--- src/rtl/seq_add_pkg.sv ---
// Shared definitions for the sequential multi-byte adder controller.
//   LEN_W_DEFAULT : default width of the len field
//   state_t       : controller FSM state encoding
package seq_add_pkg;

    localparam int LEN_W_DEFAULT = 3;

    typedef enum logic [1:0] {
        ST_IDLE = 2'd0,
        ST_RUN  = 2'd1,
        ST_DONE = 2'd2
    } state_t;

endpackage

--- src/rtl/adder8.sv ---
// 8-bit adder with carry, purely combinational.
//   a, b : operand bytes
//   cin  : carry in
//   s    : sum byte
//   cout : carry out
module adder8 (
    input  logic [7:0] a,
    input  logic [7:0] b,
    input  logic       cin,
    output logic [7:0] s,
    output logic       cout
);

    assign {cout, s} = {1'b0, a} + {1'b0, b} + {8'd0, cin};

endmodule

--- src/rtl/seq_add_ctrl.sv ---
// Sequential multi-byte adder controller. Accepts len+1 operand byte pairs,
// LSB first, adds them with a rippling carry and streams out one sum byte
// per accepted pair, one cycle after acceptance.
//   clk, rst              : clock, asynchronous active-high reset
//   start, len, carry_in  : operation request (honoured only in IDLE)
//   in_valid/in_ready, a, b        : operand byte stream
//   out_valid/out_ready, sum, last : result byte stream
//   carry_out             : final carry of the last completed operation
//   busy, done            : not-IDLE flag, one-cycle completion pulse
module seq_add_ctrl
    import seq_add_pkg::*;
#(
    parameter int LEN_W = LEN_W_DEFAULT
) (
    input  logic             clk,
    input  logic             rst,
    input  logic             start,
    input  logic [LEN_W-1:0] len,
    input  logic             carry_in,
    input  logic             in_valid,
    output logic             in_ready,
    input  logic [7:0]       a,
    input  logic [7:0]       b,
    output logic             out_valid,
    input  logic             out_ready,
    output logic [7:0]       sum,
    output logic             last,
    output logic             carry_out,
    output logic             busy,
    output logic             done
);

    state_t           state;
    state_t           state_next;

    logic [LEN_W-1:0] len_q;
    // One extra bit so len = 2^LEN_W-1 can count past the final pair without wrapping.
    logic [LEN_W:0]   cnt;
    logic             carry_q;
    logic [7:0]       sum_p1;
    logic             last_p1;
    logic             vld_p1;
    logic             carry_out_q;

    logic [7:0]       add_s;
    logic             add_c;
    logic             accept;
    logic             out_hs;
    logic             pairs_left;

    adder8 u_adder8 (
        .a    (a),
        .b    (b),
        .cin  (carry_q),
        .s    (add_s),
        .cout (add_c)
    );

    assign pairs_left = (cnt <= {1'b0, len_q});
    // Ready only when the output slot is free or being drained this cycle,
    // which lets handshake and acceptance overlap for one byte per cycle.
    assign in_ready   = (state == ST_RUN) && pairs_left && (!vld_p1 || out_ready);
    assign accept     = in_valid && in_ready;
    assign out_hs     = vld_p1 && out_ready;

    assign out_valid  = vld_p1;
    assign sum        = sum_p1;
    assign last       = last_p1;
    assign carry_out  = carry_out_q;

    always_ff @(posedge clk or posedge rst) begin
        if (rst) begin
            state <= ST_IDLE;
        end else begin
            state <= state_next;
        end
    end

    always_comb begin
        state_next = state;
        busy       = 1'b0;
        done       = 1'b0;
        case (state)
            ST_IDLE: begin
                if (start) begin
                    state_next = ST_RUN;
                end
            end
            ST_RUN: begin
                busy = 1'b1;
                if (out_hs && last_p1) begin
                    state_next = ST_DONE;
                end
            end
            ST_DONE: begin
                busy       = 1'b1;
                done       = 1'b1;
                state_next = ST_IDLE;
            end
            default: begin
                state_next = ST_IDLE;
            end
        endcase
    end

    // Stage p0 -> p1: operand pair accepted, sum/last registered for output.
    always_ff @(posedge clk or posedge rst) begin
        if (rst) begin
            len_q       <= '0;
            cnt         <= '0;
            carry_q     <= 1'b0;
            sum_p1      <= '0;
            last_p1     <= 1'b0;
            vld_p1      <= 1'b0;
            carry_out_q <= 1'b0;
        end else begin
            if (state == ST_IDLE && start) begin
                len_q       <= len;
                carry_q     <= carry_in;
                cnt         <= '0;
                carry_out_q <= 1'b0;
            end

            if (accept) begin
                sum_p1  <= add_s;
                carry_q <= add_c;
                vld_p1  <= 1'b1;
                last_p1 <= (cnt == {1'b0, len_q});
                cnt     <= cnt + {{LEN_W{1'b0}}, 1'b1};
            end else if (out_hs) begin
                vld_p1 <= 1'b0;
            end

            if (state == ST_RUN && out_hs && last_p1) begin
                carry_out_q <= carry_q;
            end
        end
    end

endmodule

--- config.mk ---
export PLATFORM = sky130hd
export DESIGN_NAME = seq_add_ctrl
export DESIGN_NICKNAME = d
export VERILOG_FILES = /design/src/rtl/seq_add_pkg.sv /design/src/rtl/adder8.sv /design/src/rtl/seq_add_ctrl.sv
export SDC_FILE = /design/constraint.sdc
export NUM_CORES = 1
export LEC_CHECK = 0
export CORE_MARGIN = 10
export CORE_UTILIZATION = 36
export DETAILED_ROUTE_END_ITERATION = 10
export PLACE_DENSITY = 0.62
export SYNTH_ARGS = -nofsm -noshare
export SYNTH_HDL_FRONTEND = slang
export SYNTH_SLANG_ARGS = --single-unit
export TNS_END_PERCENT = 100
--- constraint.sdc ---
create_clock -name clk -period 2.6 [get_ports clk]
set_input_delay 0.52 -clock clk [delete_from_list [all_inputs] [get_ports clk]]
set_output_delay 0.52 -clock clk [all_outputs]
set_load 0.02 [all_outputs]
Word level (Yosys, flattened, before mapping)

Index checks and enable logic that the tools add are counted.

Div/mod/pow operators: 0
Shift-type cells: 0
Reductions and logical operators: 16
Bitwise gates (word level): 0
Muxes and demuxes: 13
Multiply operators: 0
Add/sub/neg operators: 3
Order comparisons: 1
Eq/ne operators: 5

Operator list:

| kind                                                | count |
|---|---|
| adder 8 x 8 -> 9 bit                                | 1 |
| adder 9 x 1 -> 9 bit                                | 1 |
| logical AND 1 bit                                   | 8 |
| two-way mux 1 bit                                   | 8 |
| two-way mux 4 bit                                   | 2 |
| nonzero test 2 bit                                  | 3 |
| adder 4 x 1 -> 4 bit, second input constant         | 1 |
| equality test 4 x 3 -> 1 bit                        | 1 |
| less-or-equal comparator 4 x 3 -> 1 bit             | 1 |
| two-way mux 2 bit                                   | 2 |
| one-hot mux 2 bit (2 select lines)                  | 1 |
| equality test 2 x 1 -> 1 bit, second input constant | 1 |
| equality test 2 bit, second input constant          | 1 |
| zero test 2 bit                                     | 1 |
| != test 2 x 1 -> 1 bit, second input constant       | 1 |
| != test 2 bit, second input constant                | 1 |
| AND reduction 2 bit                                 | 1 |
| OR reduction 2 bit                                  | 1 |
| zero test 1 bit                                     | 1 |
| logical OR 1 bit                                    | 1 |

Bits in writable memories: 0
Logic and storage cells: 46
Memories: 0
Input bits: 25
Bits in read-only memories: 0
Bits in latches: 0
Flip-flop bits (word level): 21
Output and inout bits: 14

Longest topological paths before layout

Gate-level depths: netlist of run 1.

Word-level depth: 5
Mapped depth: 8
Depth with buffers taken out: 8

By module

From an unflattened synthesis of run 1, not the netlist that was laid out.

Cells, all modules: 132
Area total of the unflattened synthesis: 1,387.6 um^2

Modules (own cells, without submodules):

| module       | cells each | area each (um^2) | sequential area each (um^2) | times used |
|---|---|---|---|---|
| seq_add_ctrl | 92         | 1,056.0          | 525.5                       | 1 |
| adder8       | 40         | 331.6            | 0.0                         | 1 |

Worst setup path before layout of run 1

No wires, ideal clock.

Path kind: input-to-reg
Start point: input port a[0]
End point: register carry_q
Library setup time: 0.130 ns
Arrival: 1.941 ns
Setup slack: 0.528 ns
Buffers on the path: 0
Required time: 2.470 ns
Stages: 8
Cells stage by stage: fa_1 inv_1 fa_1 nor2b_1 o31ai_1 a21oi_1 o21ai_0 a22oi_1

Longest elaborated chain between the ends: 3

RTL lines:

| element              | line                | text |
|---|---|---|
| from (decl)          | seq_add_ctrl.sv:22  | `input logic [7:0] a,` |
| adder 8 x 8 -> 9 bit | adder8.sv:14        | `assign {cout, s} = {1'b0, a} + {1'b0, b} + {8'd0, cin};` |
| adder 9 x 1 -> 9 bit | adder8.sv:14        |  |
| two-way mux 1 bit    | seq_add_ctrl.sv:124 | `if (accept) begin` |
| to (signal assigned) | seq_add_ctrl.sv:119 | `carry_q <= carry_in;` |
| to (decl)            | seq_add_ctrl.sv:39  | `logic carry_q;` |

No other way between the ends.
A chain may end at the register's enable or synchronous reset.

Final worst setup path of run 1

Start point: register cnt[2]
End point: output port in_ready

Longest elaborated chain between the ends: 3

RTL lines:

| element                                 | line                | text |
|---|---|---|
| from (decl)                             | seq_add_ctrl.sv:38  | `logic [LEN_W:0] cnt;` |
| from (signal assigned)                  | seq_add_ctrl.sv:129 | `cnt <= cnt + {{LEN_W{1'b0}}, 1'b1};` |
| less-or-equal comparator 4 x 3 -> 1 bit | seq_add_ctrl.sv:59  | `assign pairs_left = (cnt <= {1'b0, len_q});` |
| logical AND 1 bit (2 in series)         | seq_add_ctrl.sv:62  | `assign in_ready = (state == ST_RUN) && pairs_left && (!vld_p1 \|\| out_ready);` |
| to (decl)                               | seq_add_ctrl.sv:21  | `output logic in_ready,` |

No other way between the ends.

==> results of run 1 <==
cell families (layout without fill, tap and decap cells):
family                     count (synthesis)  count (layout)  synth area share
AOI/OAI and AO/OA                         32              32            0.1477
xor gates and xnor gates                   5               5           0.03271
adders and majority gates                 18              18            0.1794
buffers and inverters                     13              55           0.04486
DFF                                       21              21            0.3925
muxes                                      7               7           0.06074
and+or+nand+nor                           37              37            0.1421
cell usage in the layout (no fill, tap or decap), types with 2 or more instances in the layout:
master	netlist	final
clkdlybuf4s50_1	0	37
o21ai_0	14	14
and3_1	2	2
dfrtp_1	21	21
fa_1	2	2
buf_4	1	2
o31ai_1	2	2
nand2b_1	3	3
mux2_2	5	5
xor2_1	4	4
clkbuf_8	0	3
nand3_1	6	6
nor2b_1	2	2
nand2_1	12	12
nor2_1	5	5
inv_1	11	11
a21oi_1	7	7
ha_1	16	16
sequential cells by signal, summed over array words and instances, names as in the netlist:
register,count
sum,8
state,2
len_q,3
last,1
carry_q,1
cnt,4
out_valid,1
carry_out,1
stage by stage:
step | instances | cell area, sq um
2_1_floorplan | 133 | 1339
3_3_place_gp | 219 | 1775
3_5_place_dp | 219 | 1775
4_1_cts | 223 | 1819
5_1_grt | 223 | 1815
6_report | 223 | 1815
power by group through the flow:
stage | registers, mW | clock network, mW | logic [mW]
after floorplan | 0.630 | 0 | 0.495
after CTS | 0.555 | 0.219 | 0.916
after global routing | 0.572 | 0.241 | 0.996
after global placement | 0.556 | 0 | 0.897
final | 0.553 | 0.210 | 0.895
after detailed placement | 0.558 | 0 | 0.922
path summary, 6_finish.rpt:
kind,end,startpoint,slack (ps),depth (start not counted)
hold / removal,sum[1]$_DFFE_PP0P_,sum[1]$_DFFE_PP0P_,490,2
hold reg to reg,sum[1]$_DFFE_PP0P_,sum[1]$_DFFE_PP0P_,490,2
setup reg to reg,carry_q$_DFFE_PP0P_,carry_q$_DFFE_PP0P_,590,8
max in group asynchronous,sum[1]$_DFFE_PP0P_,rst,1360,2
min in group asynchronous,len_q[2]$_DFFE_PP0P_,rst,730,2
setup / recovery,in_ready,cnt[2]$_DFFE_PP0P_,220,5
Yosys cell counts, drive strengths merged:
library cell,count,area share
xnor2,1,0.0065
nand2b,3,0.014
and3,2,0.0093
ha,16,0.15
a21o,2,0.012
inv,11,0.031
and2,1,0.0047
a41o,1,0.0075
o21ai,14,0.052
nand2,13,0.042
nor3,1,0.0037
dfrtp,21,0.39
a22oi,1,0.0056
fa,2,0.030
and4b,1,0.0075
a21oi,7,0.026
nand3b,1,0.0056
nor2,6,0.019
o21a,1,0.0056
o211ai,1,0.0056
xor2,4,0.026
nand3,6,0.022
nand4,1,0.0047
a211oi,2,0.015
o31ai,2,0.011
buf,2,0.014
a31o,1,0.0065
nor2b,2,0.0093
mux2,6,0.053
mux2i,1,0.0075
routing by layer:
layer,vias to the layer above,GRT usage,wire [microns],share of wire
met5,-,0,0,0
met4,0,0.05709,63,0.021
met3,4,0.02759,166,0.054
met2,23,0.1680,1493,0.49
met1,503,0.1148,1326,0.43
li1,547,-,-,-
repair_timing:
item,4_1_cts,5_1_grt
gates resized for setup,1,2
hold buffers,0,0
setup endpoints to repair,1,1
pin swaps,0,0
cell type report:
type | instances | share of cell area
multi-input combinational | 99 | 0.4149
timing repair buffer | 40 | 0.2150
tap | 48 | 0.03308
sequential | 21 | 0.2895
clock buffer | 4 | 0.02481
inverter | 11 | 0.02274
worst max-delay path, cell delays in order (launching register included):
cell and delay, ps:
dfrtp_1 420, ha_1 330, a211oi_1 260, a21o_2 200, and3_1 200, clkbuf_2 190
==> results.toml, run 1 <==
[outcome]
status = "completed"

[cts]
clk_latency_ps = 250
cts_root_buffer = "clkbuf_8"
clockBufferDepth = 2
numCtsBuffers = 3
cts_tree = "yes"
h-tree-depth = 1
clkTransAtPathRegs_ps = 70
cts_sinks = 21
post_cts_buffers = 0

[worst_setup_path]
cp-start-kind = "register"
cp-end-kind = "output port"
path_max_fanout = 5
path_class = "register to output port"
critPathArrivalTime_ps = 1860
required_ps = 2080

[placement]
numPortBuffers = 38
preCtsSetupSlack_ps = 12.98
place_congestion = 0.8307
dpl.hpwl_microns = 2509

[floorplanning]
die_area_sq_um = 6558
die_w_microns = 80.98
initial_core_util = 0.3685
core_area_sq_um = 3633
die_y_microns = 80.98
rows = 22
pin_count = 39

[synthesis]
syn_nets = 176
postSynthAreaPerCell_sq_um = 10.07
ys_types = 36
postSynthCellCount = 133
ys_seq_elements = 21
ys_seq_area_frac = 0.3925
ys_warn_count = 0
synth_area_sq_um = 1339

[drt]
num_vias = 1077
drt_iter0_drc = 32
drtPass1Iterations = 4
vias_per_cell = 4.830
drt_wl_total_microns = 3050
final_antenna_net_count = 0
routedWlPerCell_microns = 13.68
drc = 0

[timing]
fmax_mhz = 420.5
timing.setup.tns_ps = 0
setup-violations-final = 0
fin_ws_ps = 221.8
whs_ps = 489.8
period_share = 0.9147
hold_violations = 0
finalCriticalPeriod_ps = 2378
rsz0062_at_grt = "false"
drv_slew = 0
fin_skew_ps = 3.221
relSlewSlack = 0.4535
worst_pin_slew_ps = 818.9

[global_route]
grt-ovfl-total = 0
grt_usage = 0.1011
grt_pass1_wl_microns = 5237
grt_max_degree = 24
antenna_found_initial = 0
grt_pass1_vias = 1156

[hold_path]
hp-class = "register to register"

[cells_and_area]
final_util = 0.4997
syn2layout_area_growth_pct = 35.61
layout-drive-gt1-share = 0.09143
num_antenna_cells = 0
final-seq-area_sq_um = 525.5
multi_input_area_sq_um = 753.2
fill_cells = 352
fin_nets = 219

[power]
power_leakage_nw = 0.8420
combPwrFrac = 0.540
p_int_mw = 1.003
power_frac_seq = 0.333
p_sw_frac = 0.3948
vdd_drop_max_uv = 407.4
switching_power_uw = 654.5
p_total_mw = 1.658
clockPowerShare = 0.127
power.density_nw_per_um2 = 913.3

[job]
maxCapViolCount = 0
Power figures use the tool's default switching activity.
==> run 2, diff against run 1 <==
--- a/config.mk
+++ b/config.mk
@@ -5,6 +5,7 @@
 export SDC_FILE = /design/constraint.sdc
 export NUM_CORES = 1
 export LEC_CHECK = 0
+export CORE_ASPECT_RATIO = 1.75
 export CORE_MARGIN = 10
 export CORE_UTILIZATION = 36
 export DETAILED_ROUTE_END_ITERATION = 10
==> results.toml, run 2 (synthesis results as in run 1) <==
[worst_setup_path]
path_max_fanout = 5
r2r_setup_slack_ps = 610
r2r-start = "carry_q$_DFFE_PP0P_"
cp.depth = 6
cp-start-kind = "register"
reg2regPathDepth = 8
path_buf_inv = 2
crit_chain = "inv_1, ha_1, and4b_1, a21o_2, and3_1, dlygate4sd2_1"
cp-end-kind = "output port"
critPathArrivalTime_ps = 1970
slowest_stage = "dfrtp_1"
path_class = "register to output port"
cp_top_family = "flip-flops"
r2r_end = "carry_q$_DFFE_PP0P_"
required_ps = 2080
slowest_delay_ps = 430

[power]
p_int_mw = 1.008
p_total_mw = 1.675
power.density_nw_per_um2 = 914.9
combPwrFrac = 0.542
power_leakage_nw = 0.8517
clockPowerShare = 0.129
switching_power_uw = 666.5
p_sw_frac = 0.3980
vdd_drop_max_uv = 602.4
power_frac_seq = 0.330

[cells_and_area]
fin_nets = 220
multi_input_area_sq_um = 758.2
final_cell_count_no_fill = 222
mostFrequentLayoutCell = "clkdlybuf4s50_1"
layout_common_cells = "clkdlybuf4s50_1 (37), dfrtp_1 (21), ha_1 (16)"
largest_register_ffs = 8
num_antenna_cells = 0
fill_cells = 321
layout-drive-gt1-share = 0.1023
final-seq-area_sq_um = 525.5
syn2layout_area_growth_pct = 36.73
final_util = 0.5096

[timing]
hold_violations = 0
fin_skew_ps = 4.385
worst_pin_slew_ps = 817.2
period_share = 0.9570
setup-violations-final = 0
rsz0062_at_grt = "false"
fin_ws_ps = 111.8
drv_slew = 0
fmax_mhz = 401.9
relSlewSlack = 0.4546
finalCriticalPeriod_ps = 2488
whs_ps = 489.9

[placement]
numPortBuffers = 38
dpl.hpwl_microns = 2654
dpl.cell_count = 218
place_congestion = 0.8019
preCtsSetupSlack_ps = -88.43

[hold_path]
hold_depth = 2
hp-class = "register to register"
holdPathEnd = "sum[2]$_DFFE_PP0P_"
hp-start = "sum[2]$_DFFE_PP0P_"

[floorplanning]
die_y_microns = 100.7
rows = 29
die_area_sq_um = 6654
core_area_sq_um = 3592
pin_count = 39
initial_core_util = 0.3727
die_w_microns = 66.10

[cts]
post_cts_buffers = 0
cts_tree = "yes"
h-tree-depth = 1
cts_root_buffer = "clkbuf_8"
numCtsBuffers = 3
clkTransAtPathRegs_ps = 80
cts_sinks = 21
clk_latency_ps = 260
clockBufferDepth = 2

[drt]
final_antenna_net_count = 0
drc = 0
num_vias = 1068
routedWlPerCell_microns = 13.98
drt_wl_total_microns = 3103
vias_per_cell = 4.811
drt_iter0_drc = 7
drtPass1Iterations = 3

[global_route]
grt_max_degree = 24
grt_usage = 0.09851
grt_pass1_vias = 1225
grt-ovfl-total = 0
grt_pass1_wl_microns = 5333
antenna_found_initial = 0

[outcome]
status = "completed"

[job]
maxCapViolCount = 0
## run 2: cell count changes in the layout (fill, tap and decap cells not counted), sizes merged
cell,change
clkbuf,-2
clkinv,+1
buf,+1
dlygate4sd2,+1
## run 2: cell type report
class                   instances  share of cell area
flip-flops and latches         21              0.2871
well taps                      46             0.03144
inverters                      11             0.02256
repair buffers                 41              0.2194
multi-input cells              99              0.4142
clock buffers                   3             0.02256
clock inverters                 1            0.002734
## run 2: per-layer routing
layer	part of all wire	wire [microns]	vias up	global-route usage
li1	-	-	547	-
met1	0.38	1188	499	0.09862
met2	0.56	1724	18	0.1821
met3	0.047	146	4	0.02895
met4	0.014	43	0	0.03566
met5	0	0	-	0
## run 2: power groups by stage
stage	Combinational [mW]	Clock (mW)	Sequential [mW]
2_1_floorplan	0.495	0	0.630
6_report	0.907	0.216	0.552
3_3_place_gp	0.895	0	0.558
5_1_grt	1.01	0.232	0.569
4_1_cts	0.925	0.222	0.555
3_5_place_dp	0.927	0	0.561
## run 2: worst register-to-register path, delay by kind of cell, from the launching register on
family	cells	cell delay (ps)
adders and majority gates	2	610
and+or+nand+nor	1	70
buffers and inverters	1	90
DFF	1	420
AOI/OAI and AO/OA	4	670
## run 2: how the worst max path moves through the flow
| stage | start | end |
|---|---|---|
| 2_1_floorplan | a[0] | carry_q$_DFFE_PP0P_ |
| 3_3_place_gp | a[0] | carry_q$_DFFE_PP0P_ |
| 3_5_place_dp | a[0] | carry_q$_DFFE_PP0P_ |
| 4_1_cts | cnt[0]$_DFFE_PP0P_ | in_ready |
| 5_1_grt | cnt[0]$_DFFE_PP0P_ | in_ready |
| 6_report | cnt[0]$_DFFE_PP0P_ | in_ready |
## run 2: timing repair
| action | CTS | global route |
|---|---|---|
| resized for setup | 1 | 1 |
| endpoints found under the setup margin | 1 | 1 |
| hold buffers | 0 | 0 |
## run 2: per-stage QoR
stage | instance area [sq um] | TNS, ps
after floorplan | 1339 | 0
after global placement | 1780 | 0
after detailed placement | 1780 | -129.6
after CTS | 1826 | 0
after global routing | 1831 | 0
final | 1831 | 0
